===== src/rtl/multicycle_controller.sv =====
// Main control FSM of the multi-cycle MIPS CPU: steps each instruction through
// IF/ID/EX/MEM/WB and decodes every datapath enable and mux select combinationally.
module multicycle_controller (
   input  logic       clk,
   input  logic       reset,
   input  logic [5:0] OpCode,
   input  logic [5:0] Funct,
   input  logic       Zero,
   output logic       PCWrite,
   output logic       IorD,
   output logic       MemRead,
   output logic       MemWrite,
   output logic       IRWrite,
   output logic       RegWrite,
   output logic [1:0] RegDst,
   output logic [1:0] MemtoReg,
   output logic       ExtOp,
   output logic       LuiOp,
   output logic [1:0] ALUSrcA,
   output logic [1:0] ALUSrcB,
   output logic [4:0] ALUConf,
   output logic       Sign,
   output logic [1:0] PCSource,
   output logic [2:0] State
);

   typedef enum logic [2:0] {
      S_IF  = 3'd0,
      S_ID  = 3'd1,
      S_EX  = 3'd2,
      S_MEM = 3'd3,
      S_WB  = 3'd4
   } state_t;

   localparam logic [5:0] OP_R = 6'h00, OP_J = 6'h02, OP_JAL = 6'h03, OP_BEQ = 6'h04,
                          OP_BNE = 6'h05, OP_ADDI = 6'h08, OP_ADDIU = 6'h09, OP_SLTI = 6'h0A,
                          OP_SLTIU = 6'h0B, OP_ANDI = 6'h0C, OP_ORI = 6'h0D, OP_LUI = 6'h0F,
                          OP_LW = 6'h23, OP_SW = 6'h2B;
   localparam logic [5:0] F_SLL = 6'h00, F_SRL = 6'h02, F_SRA = 6'h03, F_JR = 6'h08,
                          F_JALR = 6'h09, F_ADD = 6'h20, F_ADDU = 6'h21, F_SUB = 6'h22,
                          F_SUBU = 6'h23, F_AND = 6'h24, F_OR = 6'h25, F_XOR = 6'h26,
                          F_NOR = 6'h27, F_SLT = 6'h2A, F_SLTU = 6'h2B;
   localparam logic [4:0] ALU_ADD = 5'b00000, ALU_OR = 5'b00001, ALU_AND = 5'b00010,
                          ALU_SUB = 5'b00110, ALU_SLT = 5'b00111, ALU_NOR = 5'b01100,
                          ALU_XOR = 5'b01101, ALU_SRL = 5'b10000, ALU_SRA = 5'b11000,
                          ALU_SLL = 5'b11001;

   state_t     r_state;
   state_t     w_next_state;
   logic       w_is_r, w_is_j, w_is_jal, w_is_beq, w_is_bne;
   logic       w_is_lw, w_is_sw, w_is_lui, w_is_iarith;
   logic       w_r_shift, w_r_jr, w_r_jalr, w_r_alu, w_r_sign;
   logic [4:0] w_r_conf;
   logic       w_i_sign, w_i_ext;
   logic [4:0] w_i_conf;

   assign w_is_r   = (OpCode == OP_R);
   assign w_is_j   = (OpCode == OP_J);
   assign w_is_jal = (OpCode == OP_JAL);
   assign w_is_beq = (OpCode == OP_BEQ);
   assign w_is_bne = (OpCode == OP_BNE);
   assign w_is_lw  = (OpCode == OP_LW);
   assign w_is_sw  = (OpCode == OP_SW);
   assign w_is_lui = (OpCode == OP_LUI);

   // NOTE: every signal written in an always_comb gets a default first, so no path can infer a latch.
   always_comb begin : instr_decode
      w_r_conf  = ALU_ADD;
      w_r_sign  = 1'b0;
      w_r_shift = 1'b0;
      w_r_jr    = 1'b0;
      w_r_jalr  = 1'b0;
      w_r_alu   = 1'b1;
      case (Funct)
         F_SLL:         begin w_r_conf = ALU_SLL; w_r_shift = 1'b1; end
         F_SRL:         begin w_r_conf = ALU_SRL; w_r_shift = 1'b1; end
         F_SRA:         begin w_r_conf = ALU_SRA; w_r_shift = 1'b1; end
         F_ADD, F_ADDU: w_r_conf = ALU_ADD;
         F_SUB, F_SUBU: w_r_conf = ALU_SUB;
         F_AND:         w_r_conf = ALU_AND;
         F_OR:          w_r_conf = ALU_OR;
         F_XOR:         w_r_conf = ALU_XOR;
         F_NOR:         w_r_conf = ALU_NOR;
         F_SLT:         begin w_r_conf = ALU_SLT; w_r_sign = 1'b1; end
         F_SLTU:        w_r_conf = ALU_SLT;
         F_JR:          begin w_r_jr = 1'b1;   w_r_alu = 1'b0; end
         F_JALR:        begin w_r_jalr = 1'b1; w_r_alu = 1'b0; end
         default:       w_r_alu = 1'b0;
      endcase

      w_i_conf    = ALU_ADD;
      w_i_sign    = 1'b0;
      w_i_ext     = 1'b1;
      w_is_iarith = 1'b1;
      case (OpCode)
         OP_ADDI, OP_ADDIU: w_i_conf = ALU_ADD;
         OP_SLTI:           begin w_i_conf = ALU_SLT; w_i_sign = 1'b1; end
         OP_SLTIU:          w_i_conf = ALU_SLT;
         OP_ANDI:           begin w_i_conf = ALU_AND; w_i_ext = 1'b0; end
         OP_ORI:            begin w_i_conf = ALU_OR;  w_i_ext = 1'b0; end
         default:           w_is_iarith = 1'b0;
      endcase
   end

   // NOTE: sequential state uses non-blocking assignments so all flops update together at the edge.
   always_ff @(posedge clk or negedge reset) begin
      if (!reset) r_state <= S_IF;
      else        r_state <= w_next_state;
   end

   always_comb begin : ctrl_decode
      PCWrite      = 1'b0;
      IorD         = 1'b0;
      MemRead      = 1'b0;
      MemWrite     = 1'b0;
      IRWrite      = 1'b0;
      RegWrite     = 1'b0;
      RegDst       = 2'b00;
      MemtoReg     = 2'b00;
      ExtOp        = 1'b0;
      LuiOp        = 1'b0;
      ALUSrcA      = 2'b00;
      ALUSrcB      = 2'b00;
      ALUConf      = ALU_ADD;
      Sign         = 1'b0;
      PCSource     = 2'b00;
      State        = 3'd0;
      w_next_state = S_IF;
      // Reset masks the outputs asynchronously so nothing is written while it is held.
      if (reset) begin
         State = r_state;
         case (r_state)
            S_IF: begin
               MemRead      = 1'b1;
               IRWrite      = 1'b1;
               ALUSrcB      = 2'b01;
               PCWrite      = 1'b1;
               w_next_state = S_ID;
            end
            S_ID: begin
               ALUSrcB = 2'b11;
               ExtOp   = 1'b1;
               if (w_is_j || w_is_jal) begin
                  PCWrite  = 1'b1;
                  PCSource = 2'b10;
               end
               if (w_is_jal) begin
                  RegWrite = 1'b1;
                  RegDst   = 2'b10;
                  MemtoReg = 2'b10;
               end
               if (w_is_r || w_is_beq || w_is_bne || w_is_lw || w_is_sw || w_is_lui || w_is_iarith)
                  w_next_state = S_EX;
            end
            S_EX: begin
               if (w_is_r) begin
                  ALUSrcA = w_r_shift ? 2'b10 : 2'b01;
                  ALUConf = w_r_conf;
                  Sign    = w_r_sign;
                  if (w_r_jr || w_r_jalr) begin
                     PCWrite  = 1'b1;
                     PCSource = 2'b11;
                  end
                  if (w_r_jalr) begin
                     RegWrite = 1'b1;
                     RegDst   = 2'b01;
                     MemtoReg = 2'b10;
                  end
                  w_next_state = w_r_alu ? S_WB : S_IF;
               end else if (w_is_beq || w_is_bne) begin
                  ALUSrcA  = 2'b01;
                  ALUConf  = ALU_SUB;
                  PCSource = 2'b01;
                  PCWrite  = w_is_beq ? Zero : !Zero;
               end else begin
                  ALUSrcA      = 2'b01;
                  ALUSrcB      = 2'b10;
                  ALUConf      = w_i_conf;
                  Sign         = w_i_sign;
                  ExtOp        = w_is_lui ? 1'b0 : w_i_ext;
                  LuiOp        = w_is_lui;
                  w_next_state = (w_is_lw || w_is_sw) ? S_MEM : S_WB;
               end
            end
            S_MEM: begin
               IorD         = 1'b1;
               MemRead      = w_is_lw;
               MemWrite     = w_is_sw;
               w_next_state = w_is_lw ? S_WB : S_IF;
            end
            S_WB: begin
               RegWrite = 1'b1;
               if (w_is_lw)     MemtoReg = 2'b01;
               else if (w_is_r) RegDst   = 2'b01;
            end
            default: w_next_state = S_IF;
         endcase
      end
   end

endmodule

===== config.mk =====
export PLATFORM = sky130hd
export DESIGN_NAME = multicycle_controller
export DESIGN_NICKNAME = d
export VERILOG_FILES = /design/src/rtl/multicycle_controller.sv
export SDC_FILE = /design/constraint.sdc
export NUM_CORES = 1
export LEC_CHECK = 0
export CORE_MARGIN = 5
export CORE_UTILIZATION = 41
export CTS_BUF_LIST = sky130_fd_sc_hd__clkbuf_16
export CTS_CLUSTER_SIZE = 30
export DETAILED_ROUTE_END_ITERATION = 12
export PLACE_DENSITY_LB_ADDON = 0.3
export SLEW_MARGIN = 5
export SYNTH_ARGS = -nofsm -noshare
export SYNTH_HDL_FRONTEND = slang
export SYNTH_SLANG_ARGS = --single-unit

===== constraint.sdc =====
create_clock -name clk -period 2 [get_ports clk]
set_input_delay 0.5 -clock clk [delete_from_list [all_inputs] [get_ports clk]]
set_output_delay 0.5 -clock clk [all_outputs]
set_load 0.02 [all_outputs]

==> reports/metrics.yaml, run 1 <==
run_status:
  error_message: "[ERROR DPL-0038] Utilization greater than 100%, impossible to legalize"
  stop_stage: "clock tree synthesis (4_1_cts)"
  status: "aborted with a tool error"
floorplanning:
  rows: 17
  die_x_um: 57.2
  top_level_ports: 42
  initial_core_util: 0.422
  die_height_um: 57.2
clock_network:
  cts_made_buffers: 3
  cts-root-buf: "clkbuf_16"
  cts_resized: 247
  cts_hold_buf: 0
  cts_buffer_depth: 2
  post-cts-setup-buffers: 13
  cts_sinks: 3
  cts_htree_levels: 1
synthesis:
  yosys.area_share.adder: 0.0109
  synthXorXnorAreaFrac: 0
  netlist_area_um2: 915
  synth_mux_area_frac: 0.0233
  synth-compound-area-share: 0.260
  synth.distinct_cells: 50
  ys_ff_latch: 3
  synth-seq-area-share: 0.0821
  syn_inst: 143
  synthArstFlopShare: 1.00
  synth_flop_cell: "dfrtp_1"
  ys_warn_count: 0
  synthesis.nets: 158
  synth_top_family_by_area: "simple AND/OR/NAND/NOR gates"
  synth_edf_count: 0
  postSynthAreaPerCell_um2: 6.40
  synth-simple-area-share: 0.546
placed_design:
  dp_cells: 261
  hpwlAfterDp_mm: 3.33
  port_buffers: 41
  gp_congestion: 0.864
[cell usage after synthesis (3+ instances only)]
cell | count | area (um^2)
a21oi_1 | 11 | 55.1
and2_1 | 6 | 37.5
and3_1 | 3 | 18.8
buf_2 | 3 | 15.0
clkbuf_1 | 7 | 26.3
dfrtp_1 | 3 | 75.1
inv_1 | 8 | 30.0
nand2_1 | 13 | 48.8
nand2b_1 | 7 | 43.8
nand3_1 | 5 | 25.0
nor2_1 | 14 | 52.6
nor2b_1 | 7 | 43.8
nor3_1 | 5 | 25.0
nor4_1 | 7 | 43.8
o21ai_0 | 5 | 25.0
[logic make-up after synthesis]
logic type | count (synthesis)
AO/OA/AOI/OAI | 34
adder cells (fa/ha/maj) | 1
buffers and inverters | 18
flip-flops | 3
multiplexers | 2
AND/OR/NAND/NOR | 85
[metrics by stage]
step | setup slack, ps | instance area, um^2
after global placement | -1190 | 1870
after detailed placement | -1270 | 1870
after floorplan | -91.0 | 1040
==> run 2: changes to the inputs <==
==> config.mk (replaced) <==
export PLATFORM = sky130hd
export DESIGN_NAME = multicycle_controller
export DESIGN_NICKNAME = d
export VERILOG_FILES = /design/src/rtl/multicycle_controller.sv
export SDC_FILE = /design/constraint.sdc
export NUM_CORES = 1
export LEC_CHECK = 0
export CORE_AREA = 5 5 66 68
export DETAILED_ROUTE_END_ITERATION = 12
export DIE_AREA = 0 0 71 73
export PLACE_DENSITY_LB_ADDON = 0.15
export SLEW_MARGIN = 5
export SYNTH_ARGS = -nofsm -noshare
export SYNTH_HDL_FRONTEND = slang
export SYNTH_SLANG_ARGS = --single-unit
==> run 2 against run 1 <==
  * The flow now finishes, with violations (setup timing)
  * Synthesized area stayed put
  * Synthesized cell count stayed put
==> reports/metrics.yaml, run 2 <==
placed_design:
  gp_congestion: 0.848  # -1.9%
  port_buffers: 41  # unchanged
  dp_slack_ps: -1250  # +26.8 ps
  dp_cells: 279  # +6.9%
  hpwlAfterDp_mm: 3.08  # -7.5%
  place_area_mm2: 0.00187  # -0.13%
clock_network:
  cts_htree_levels: 1  # unchanged
  clk_latency_ps: 210
  cts_buffer_depth: 2  # unchanged
  cts_made_buffers: 3  # unchanged
  cts_tree: "built"
  cts_sinks: 3  # unchanged
  clk_pin_slew_ps: 30
  cts-root-buf: "clkbuf_8"
floorplanning:
  die-area_mm2: 0.00518
  initial_core_util: 0.241  # -0.181
  rows: 23  # +6
  die_height_um: 73  # +28%
  top_level_ports: 42  # unchanged
  core_mm2: 0.00380
  die_x_um: 71  # +24%
sta:
  rsz0062_at_grt: "true"
  period_needed_ps: 2290
  drv_slew: 0
  worst_pin_slew_ps: 382
  finalClockSkew_ps: 1.41
  timing.fmax_mhz: 437
  period_share: 1.14
  setup_viol: 20
  timing.final.ws_setup_ps: -289
  relSlewSlack: 0.742
  hold_viol: 0
routing:
  wire_per_inst_um: 14.0
  wl_mm: 4.19
  via_per_inst: 4.90
  drt_iter0_drc: 34
  dr.pass1.iters: 4
  ant_nets: 0
  vias: 1461
  drc: 0
pwr:
  seqPwrFrac: 0.121
  powerDensity_mw_per_mm2: 241
  leakage_nw: 0.976
  vdd_drop_max_uv: 243
  power.switching_mw: 0.187
  finalPower_mw: 0.541
  clkPwrFrac: 0.315
  internal_power_mw: 0.353
  p_sw_frac: 0.346
  pwr-share-comb: 0.564
critical_path:
  crit_chain: "buf_6, buf_6, nor4_4, buf_4, mux2i_1, a221o_1, a21oi_2, buf_6"
  path_max_fanout: 3
  r2r_setup_slack_ps: 590
  path_common_cell: "buf_6"
  crit_start: "OpCode[0]"
  r2r_end: "r_state[1]$_DFF_PN0_"
  crit_required_ps: 1500
  r2r.worst_path.cells: 5
  crit_end: "PCWrite"
  reg2reg_from: "r_state[2]$_DFF_PN0_"
  cp_num_buf_inv: 4
  slowest_delay_ps: 320
  start_kind: "input pin"
  cp.arrival_ps: 1790
  crit_cells: 8
  cp_slowest_cell: "a221o_1"
  cpLargestDelayFamily: "buffers and inverters"
  worstSetupPathType: "in -> out"
  end_kind: "primary output"
synthesis:
  synth_commonest_cells: "14 x nor2_1, 13 x nand2_1, 11 x a21oi_1, 8 x inv_1"
  synth-seq-area-share: 0.0821  # unchanged
  netlist_area_um2: 915  # unchanged
  synthesis.nets: 158  # unchanged
  synth.distinct_cells: 50  # unchanged
  yosysTopAreaCell: "dfrtp_1"
  synth_flop_cell: "dfrtp_1"
  syn_inst: 143  # unchanged
  ys_ff_latch: 3  # unchanged
  ys_warn_count: 0  # unchanged
  postSynthAreaPerCell_um2: 6.40  # unchanged
  yosysTopAreaCellShare: 0.0821  # unchanged
  synthArstFlopShare: 1.00  # unchanged
  synth_edf_count: 0  # unchanged
  yosys.cell_count.top_type: "nor2_1"
  synth_area_leaders: "dfrtp_1 8.2%, a21oi_1 6.0%, nor2_1 5.7%, nand2_1 5.3%, nand2b_1 4.8%"
final_layout:
  final_util: 0.591
  regArea_um2: 75.1
  largest_reg_flops: 3
  layout.cells.most_common: "buf_4"
  instances_no_fill: 298
  nets: 264
  reg_top3: "r_state x3"
  regMostFlops: "r_state"
  fin_area_mm2: 0.00224
  fillers: 364
  syn2layout_area_growth_pct: 145
  final_cell_mix: "67 x buf_4, 30 x buf_6, 11 x nand2_1"
  drive_gt1_frac: 0.657
  diodes: 0
  multi_input_area_mm2: 0.00108
job:
  drv_cap: 0
global_route:
  grt_max_degree: 17
  antenna_found_initial: 0
  track_usage: 0.151
  grt_pass1_wl_mm: 6.59
  grt_pass1_vias: 1477
  overflow: 0
run_status:
  violations: "setup timing"
  status: "complete, but fails checks"
worst_hold_path:
  hold_path_class: "in -> async"
run 2: cell counts after synthesis:
No cell type changed its count.
run 2: through the flow:
| stage | hold WS [ps] | setup TNS [ps] |
|---|---|---|
| 5_1_grt | 391 | -4990 |
| 4_1_cts | 382 | -4130 |
| 2_1_floorplan | 204 | -228 |
| 3_3_place_gp | 623 | -25320 |
| 6_report | 376 | -3640 |
| 3_5_place_dp | 618 | -25880 |
run 2: cells by family after synthesis:
kind of cell	share of synthesized area
AO/OA/AOI/OAI	0.260
adder cells (fa/ha/maj)	0.0109
buffers and inverters	0.0780
flip-flops	0.0821
multiplexers	0.0233
AND/OR/NAND/NOR	0.546
run 2: layout make-up:
cell class,instances,share of cell area
multi-input cells,122,0.480
repair buffers,111,0.424
flip-flops and latches,3,0.0334
well taps,50,0.0279
clock buffers,4,0.0201
inverters,8,0.0145
run 2: power by group through the flow:
| stage | clock network [mW] | logic, mW | registers, mW |
|---|---|---|---|
| final | 0.170 | 0.305 | 0.0657 |
| after global routing | 0.182 | 0.327 | 0.0660 |
| after CTS | 0.171 | 0.281 | 0.0647 |
| after detailed placement | 0 | 0.260 | 0.0654 |
| after global placement | 0 | 0.257 | 0.0654 |
| after floorplan | 0 | 0.117 | 0.0668 |
run 2: how the worst min path moves through the flow:
stage | to | from | slack [ps]
floorplan | r_state[0]$_DFF_PN0_ | reset | 200
global placement | r_state[0]$_DFF_PN0_ | r_state[1]$_DFF_PN0_ | 620
detailed placement | r_state[0]$_DFF_PN0_ | r_state[1]$_DFF_PN0_ | 620
CTS | r_state[1]$_DFF_PN0_ | reset | 380
global route | r_state[1]$_DFF_PN0_ | reset | 390
finish | r_state[0]$_DFF_PN0_ | reset | 380
run 2: worst reg2reg max path, cell delays in order, from the launching register on:
cell and delay (ps):
dfrtp_1 390, buf_4 170, nand2b_1 160, buf_4 170, nor4b_1 260, o2bb2ai_1 170
run 2: layer usage:
| layer | wire length (um) | vias to the layer above | track usage |
|---|---|---|---|
| met5 | 0 | - | 0 |
| met4 | 55 | 0 | 0.0209 |
| met3 | 128 | 6 | 0.0165 |
| met2 | 2240 | 32 | 0.287 |
| met1 | 1760 | 688 | 0.186 |
| li1 | - | 735 | - |
run 2: timing repair:
item	4_1_cts	5_1_grt
setup endpoints to repair	27	25
pin swaps	22	19
endpoints found under the hold margin	0	0
gates resized for setup	221	39
setup buffers	9	9
hold buffers	0	0
Note: power is estimated with default switching activity, not from simulation.
